==> src/rtl/fetch_queue.sv <==
// Instruction fetch queue: a PC register drives a combinational instruction
// memory, and fetched {pc, instr} pairs are buffered in a circular FIFO until
// decode accepts them. A redirect flushes the queue and reloads the PC.
module fetch_queue #(
  parameter int               XLEN     = 64,
  parameter int               DEPTH    = 4,
  parameter logic [XLEN-1:0]  RESET_PC = '0
) (
  input  logic                         clk,
  input  logic                         rst,
  input  logic                         stall,
  input  logic                         redirect,
  input  logic [XLEN-1:0]              redirect_pc,
  output logic [XLEN-1:0]              imem_addr,
  input  logic [31:0]                  imem_rdata,
  output logic                         out_valid,
  input  logic                         out_ready,
  output logic [XLEN-1:0]              out_pc,
  output logic [31:0]                  out_instr,
  output logic [$clog2(DEPTH):0]       count,
  output logic                         full,
  output logic                         empty
);

  localparam int PW = $clog2(DEPTH);
  localparam int CW = PW + 1;

  logic [XLEN-1:0] r_pc;
  logic [PW-1:0]   r_wptr;
  logic [PW-1:0]   r_rptr;
  logic [CW-1:0]   r_count;
  logic [XLEN-1:0] r_pc_mem    [DEPTH];
  logic [31:0]     r_instr_mem [DEPTH];

  logic w_full;
  logic w_empty;
  logic w_pop;
  logic w_push;

  // Occupancy flags and the handshake qualifiers; redirect blocks both sides.
  always_comb begin
    w_full  = (r_count == CW'(DEPTH));
    w_empty = (r_count == '0);
    w_pop   = ~w_empty & out_ready & ~redirect;
    w_push  = ~redirect & ~stall & (~w_full | w_pop);
  end

  // Entry storage is data only; validity is tracked by the pointers/count.
  always_ff @(posedge clk) begin
    if (rst && w_push) begin
      r_pc_mem[r_wptr]    <= r_pc;
      r_instr_mem[r_wptr] <= imem_rdata;
    end
  end

  // PC, pointers and occupancy; reset beats redirect, redirect beats push/pop.
  always_ff @(posedge clk) begin
    if (!rst) begin
      r_pc    <= RESET_PC;
      r_wptr  <= '0;
      r_rptr  <= '0;
      r_count <= '0;
    end else if (redirect) begin
      r_pc    <= {redirect_pc[XLEN-1:2], 2'b00};
      r_wptr  <= '0;
      r_rptr  <= '0;
      r_count <= '0;
    end else begin
      if (w_push) begin
        r_pc   <= r_pc + XLEN'(4);
        r_wptr <= r_wptr + PW'(1);
      end
      if (w_pop) begin
        r_rptr <= r_rptr + PW'(1);
      end
      case ({w_push, w_pop})
        2'b10:   r_count <= r_count + CW'(1);
        2'b01:   r_count <= r_count - CW'(1);
        default: r_count <= r_count;
      endcase
    end
  end

  // Head entry and status are presented straight from registered state.
  always_comb begin
    imem_addr = r_pc;
    out_valid = ~w_empty;
    out_pc    = r_pc_mem[r_rptr];
    out_instr = r_instr_mem[r_rptr];
    count     = r_count;
    full      = w_full;
    empty     = w_empty;
  end

endmodule

==> config.mk <==
export PLATFORM = sky130hd
export DESIGN_NAME = fetch_queue
export DESIGN_NICKNAME = d
export VERILOG_FILES = /design/src/rtl/fetch_queue.sv
export SDC_FILE = /design/constraint.sdc
export NUM_CORES = 1
export LEC_CHECK = 0
export CORE_AREA = 2 2 252 130
export CTS_CLUSTER_SIZE = 25
export DETAILED_ROUTE_END_ITERATION = 8
export DIE_AREA = 0 0 254 132
export PLACE_DENSITY_LB_ADDON = 0.3
export RECOVER_POWER = 100
export SLEW_MARGIN = 20
export SYNTH_ARGS = -nofsm -noshare
export SYNTH_HDL_FRONTEND = slang
export SYNTH_SLANG_ARGS = --single-unit
==> constraint.sdc <==
create_clock -name clk -period 7.1 [get_ports clk]
set_clock_uncertainty 0.1 [all_clocks]
set_input_delay 1.065 -clock clk [delete_from_list [all_inputs] [get_ports clk]]
set_output_delay 1.065 -clock clk [all_outputs]
set_load 0.01 [all_outputs]
==> impl_metrics.ini, run 1 <==
[setup_path]
critical_path_class = flop to output port
path_delay_family = flip-flops
worstPathRequired_ns = 5.93
arrival_ns = 4.52
crit_path_end_kind = output port
path_buf_inv = 2
crit_chain = buf_4 -> mux4_2 -> dlygate4sd3_1
critPathSlowestCell = dfxtp_1
max_stage_delay_ns = 2.16
cp_max_fo = 51
start_kind = flop

[die]
die_h_um = 132
io_pins = 267
die_w_um = 254
coreArea_mm2 = 0.0312
num_rows = 46
die_area_mm2 = 0.0335
start_util_pct = 57.3

[global_routing]
grt_max_degree = 66
grt_pass1_wl_um = 65400
antenna_found_initial = 3
grt_pass1_vias = 10600
gr-total-overflow = 0
gr-usage-all-layers_pct = 26.0

[sta]
setup_tns_ns = 0
finalSetupViolCount = 0
drv_slew = 240
relSlewSlack_pct = -82.1
hold_viol_final = 0
fmax_ghz = 0.176
fin_crit_sh_pct = 80.1
finalCriticalPeriod_ns = 5.69
rsz0062_at_grt = false
worstMarginPinSlew_ns = 2.73

[pwr]
power_leakage_nw = 7.16
powerDensity_mw_per_mm2 = 242
vdd_drop_max_mv = 0.239

[final_layout]
final_cell_mix = edfxtp_1, dlygate4sd3_1, clkdlybuf4s50_1
final_nets = 1410
area_growth_syn_to_layout_pct = 23.5
drive_above_1_share_pct = 13.1
post-route-cell-area_mm2 = 0.0221
fill_cells = 2053
final_util_pct = 70.7
layout_commonest_cell = edfxtp_1

[cts]
clk_latency_ns = 0.53
h-tree-depth = 2
clkTransAtPathRegs_ns = 0.06
ctsHoldBuffers = 0
cts_sinks = 447
cts_buffers = 38
clk_path_buf_depth = 3
cts_tree = built
post-cts-setup-buffers = 0
cts_resized = 0
cts_root_buf = clkbuf_16

[place]
io_buffers = 260
place_area_mm2 = 0.0209
dpl.hpwl_um = 27600
place.gp.congestion = 0.871

[yosys]
synth_area_leaders = edfxtp_1, mux4_2, dfxtp_1
syn_inst = 1046
synth_top_cell_by_area = edfxtp_1
ys_types = 54
syn-mean-instance-area_um2 = 17.1
synth_edf_count = 376
synthFlopType = edfxtp_1
yosysTopAreaCellShare_pct = 63.2
synth_warnings = 0
yosysSeqAreaShare_pct = 71.2
synthArstFlopShare_pct = 0
ys_seq_elements = 447
synth_area_mm2 = 0.0179

[routing]
drtAntennaViolNets = 0
wl_per_cell_um = 24.3
drt_iter0_markers = 1184
wirelength_um = 43000
drtPass1Iterations = 5
via_count = 11000
viasPerCell = 6.20
drc = 0

[outcome]
violations = max-capacitance violations, max-slew violations
status = complete, but fails checks

[flow_run]
drv_cap = 5

[worst_hold_path]
hp-class = flop to flop
==> metrics by stage <==
step,hold WS [ns],setup slack (ns),power (mW),instances
2_1_floorplan,0.385,2.22,3.16,1049
3_3_place_gp,0.399,2.89,3.37,1695
3_5_place_dp,0.426,2.82,3.38,1695
4_1_cts,0.435,2.58,5.40,1764
5_1_grt,0.471,1.22,5.51,1767
6_report,0.441,1.41,5.35,1767
==> synthesized netlist by cell type, types with 5 or more instances <==
cell,number
nand2_1,40
or3_1,6
xor2_1,22
o31ai_1,19
or4_1,24
o21ai_0,62
ha_1,5
nand3_1,31
nor3_1,11
a21oi_1,25
nor2_1,17
buf_2,8
and3_1,12
a31oi_1,21
edfxtp_1,376
nand2b_1,8
and2_1,13
nor4_1,6
and4_1,14
inv_1,9
buf_4,5
o211a_1,6
dfxtp_1,71
nand4_1,34
xnor2_1,9
clkbuf_1,47
mux4_2,94
==> final timing paths <==
path	endpoint	cells past startpoint	slack, ns	from
setup / recovery	out_instr[16]	3	1.41	flop
hold / removal	r_wptr[1]	2	0.44	r_wptr[1]
setup reg to reg	r_pc_mem[1][18]	6	2.88	count[2]
hold reg to reg	r_wptr[1]	2	0.44	r_wptr[1]
==> kinds of logic after synthesis <==
| kind of cell | after synthesis | synth area share, % |
|---|---|---|
| adders and majority gates | 6 | 0.462 |
| xor gates and xnor gates | 31 | 1.52 |
| DFF | 447 | 71.2 |
| AOI/OAI and AO/OA | 161 | 5.63 |
| buffers and inverters | 75 | 1.78 |
| muxes | 95 | 11.9 |
| other | 1 | 0.0210 |
| and+or+nand+nor | 230 | 7.52 |
==> registers in the layout (all words and copies together), names as in the netlist, named ones only <==
register	flops
imem_addr	62
r_pc_mem	248
r_wptr	2
count	3
r_rptr	2
r_instr_mem	128
==> worst min-delay path, cell delays in order (launching register included) <==
cell and delay [ns]:
dfxtp_1 0.34, o21ai_0 0.09, a21oi_1 0.06
==> layer usage <==
metal | vias up | track usage, % | wire, µm
met5 | - | 0 | 0
li1 | 4794 | - | -
met4 | 0 | 7.42 | 1070
met3 | 83 | 5.80 | 3780
met1 | 5547 | 39.3 | 18300
met2 | 534 | 38.4 | 19800
==> area by class of cell <==
cell class,count,area [µm²],area share (%)
sequential,447,12700,57.6
multi-input combinational,527,4850,22.0
timing repair buffer,279,2700,12.2
clock buffer,42,987,4.48
tap,432,541,2.45
clock inverter,27,216,0.981
inverter,10,37.5,0.170
antenna,3,7.51,0.0340
==> power breakdown <==
part / leakage (nW) / total, mW / switching [mW] / internal (mW)
clock: 0.588 / 2.04 / 0.917 / 1.12
combinational: 2.49 / 0.328 / 0.153 / 0.175
sequential: 4.08 / 2.98 / 0.0836 / 2.90
Power figures use the tool's default switching activity.
==> run 2, diff against run 1 <==
--- a/config.mk
+++ b/config.mk
@@ -5,10 +5,10 @@
 export SDC_FILE = /design/constraint.sdc
 export NUM_CORES = 1
 export LEC_CHECK = 0
-export CORE_AREA = 2 2 252 130
+export CORE_AREA = 2 2 261 134
 export CTS_CLUSTER_SIZE = 25
 export DETAILED_ROUTE_END_ITERATION = 8
-export DIE_AREA = 0 0 254 132
+export DIE_AREA = 0 0 263 136
 export PLACE_DENSITY_LB_ADDON = 0.3
 export RECOVER_POWER = 100
 export SLEW_MARGIN = 20
==> constraint.sdc (replaced) <==
create_clock -name clk -period 5.24 [get_ports clk]
set_clock_uncertainty 0.1 [all_clocks]
set_input_delay 0.786 -clock clk [delete_from_list [all_inputs] [get_ports clk]]
set_output_delay 0.786 -clock clk [all_outputs]
set_load 0.01 [all_outputs]
==> run 2 against run 1 <==
Against the previous run:
- the flow still finishes with violations (max-capacitance violations, max-slew violations)
- count of clock-buffer cells in the layout rose by 12
- die area rose by 6.7%
- global-route usage fell by 1.6 points
- sequential share of layout area fell by 0.11 points
- critical path depth did not move
- final area rose by 0.21%
- non-clock buffer count did not move
- wire length rose by 1.5%
- sequential power rose by 36%
- power rose by 35%
- final cell count rose by 1.2%
- worst setup slack got worse by 0.57 ns
- critical path type unchanged
- largest power group unchanged
==> impl_metrics.ini, run 2 (same netlist as run 1, synthesis figures left out) <==
[global_routing]
grt_pass1_vias = 10800
grt_pass1_wl_um = 65700
gr-usage-all-layers_pct = 24.4
grt_max_degree = 65
antenna_found_initial = 6
gr-total-overflow = 0

[setup_path]
critPathSlowestCell = dfxtp_2
path_buf_inv = 2
ff2ff_setup_slack_ns = 1.49
ff2ff_path_depth = 5
crit_chain = buf_4 -> mux4_2 -> dlygate4sd3_1
crit_path_end_kind = output port
arrival_ns = 3.51
start_kind = flop
critical_path_class = flop to output port
worstPathRequired_ns = 4.35
cp_max_fo = 60
worstReg2RegStart = count[2]
max_stage_delay_ns = 1.48
path_delay_family = flip-flops
r2r_end = r_pc_mem[2][23]

[routing]
viasPerCell = 6.11
drc = 0
drt_iter0_markers = 1037
wirelength_um = 43600
wl_per_cell_um = 24.4
drtPass1Iterations = 5
drtAntennaViolNets = 0
via_count = 10900

[sta]
fin_hold_ws_ns = 0.422
relSlewSlack_pct = -26.9
finalCriticalPeriod_ns = 4.40
finalSetupViolCount = 0
fmax_ghz = 0.227
drv_slew = 246
fin_crit_sh_pct = 84.0
rsz0062_at_grt = false
hold_viol_final = 0
timing.final.ws_setup_ns = 0.840
setup_tns_ns = 0
worstMarginPinSlew_ns = 1.90

[cts]
clk_path_buf_depth = 3
cts_buffers = 40
post-cts-setup-buffers = 0
cts_resized = 0
cts_root_buf = clkbuf_16
clk_latency_ns = 0.53
h-tree-depth = 2
clkTransAtPathRegs_ns = 0.07
cts_tree = built
cts_sinks = 447
ctsHoldBuffers = 0

[final_layout]
largest_register = r_pc_mem
final_cell_mix = edfxtp_1, dlygate4sd3_1, mux4_2
drive_above_1_share_pct = 12.7
multi_input_area_mm2 = 0.00484
layout_commonest_cell = edfxtp_1
final_util_pct = 65.5
largest_reg_flops = 248
area_growth_syn_to_layout_pct = 23.7
seqCellArea_mm2 = 0.0127
fill_cells = 2359
final_nets = 1412

[outcome]
violations = max-capacitance violations, max-slew violations
status = complete, but fails checks

[worst_hold_path]
worstHoldStart = r_wptr[1]
min_to = r_wptr[1]
hold_depth = 2
hp-class = flop to flop

[pwr]
power_leakage_nw = 7.17
power.switching_mw = 1.55
swShare_pct = 21.5
p_clk_share_pct = 37.9
p_int_mw = 5.66
combPwrFrac_pct = 6.1
powerDensity_mw_per_mm2 = 327
vdd_drop_max_mv = 0.244
seqPwrFrac_pct = 55.9

[die]
die_h_um = 136
start_util_pct = 52.9
io_pins = 267
coreArea_mm2 = 0.0338
num_rows = 48
die_w_um = 263
die_area_mm2 = 0.0358

[flow_run]
drv_cap = 5

[place]
io_buffers = 260
dpl.hpwl_um = 27800
place.gp.congestion = 0.899
place_ws_ns = 1.52
-- run 2: changes by cell type in the layout (fill, tap and decap cells not counted), sizes merged, moves of 3 or more --
cell           delta
buf               +5
clkdlybuf4s50    -24
clkbuf            +7
dlygate4sd3      +24
inv               -3
clkinv            -5
-- run 2: metal layers --
layer / global-route usage [%] / vias up / wire, µm
met5: 0 / - / 39
met2: 37.5 / 458 / 20100
met3: 5.14 / 75 / 3180
met4: 6.51 / 6 / 886
li1: - / 4795 / -
met1: 36.0 / 5594 / 19400
-- run 2: worst max-delay path by stage --
stage | start | slack, ns | end | depth (start not counted)
after floorplan | redirect | 0.64 | r_instr_mem[1][0] | 6
after global placement | redirect | 1.57 | r_pc_mem[0][23] | 5
after detailed placement | redirect | 1.52 | r_pc_mem[0][23] | 5
after CTS | flop | 1.38 | out_pc[32] | 3
after global routing | flop | 0.64 | out_pc[61] | 3
final | flop | 0.84 | out_instr[2] | 3
-- run 2: stage by stage --
stage          cell area [µm²]  cells  power, mW
3_3_place_gp             21000   1713       4.57
3_5_place_dp             21000   1713       4.59
6_report                 22100   1789       7.22
4_1_cts                  22200   1784       7.30
2_1_floorplan            17900   1049       4.28
5_1_grt                  22100   1786       7.44
-- run 2: area by class of cell --
| cell class | count | share of cell area (%) |
|---|---|---|
| Antenna cell | 5 | 0.0566 |
| Tap cell | 450 | 2.55 |
| Multi-Input combinational cell | 527 | 21.9 |
| Inverter | 10 | 0.170 |
| Clock buffer | 54 | 4.91 |
| Clock inverter | 17 | 0.481 |
| Sequential cell | 447 | 57.5 |
| Timing Repair Buffer | 279 | 12.4 |
-- run 2: power groups by stage --
stage                     Combinational (mW)  Sequential (mW)  Clock [mW]
after floorplan                        0.196             4.08           0
after global placement                 0.465             4.11           0
after detailed placement               0.472             4.11           0
after CTS                              0.476             4.04        2.79
after global routing                   0.474             4.05        2.92
final                                  0.442             4.04        2.74
-- run 2: worst reg2reg max path, cell delays in order, from the launching register on --
cell and delay [ns]:
dfxtp_1 0.35, nor4b_1 0.17, clkbuf_1 0.25, nor3_1 0.45
and2_4 0.66, clkbuf_2 1.32
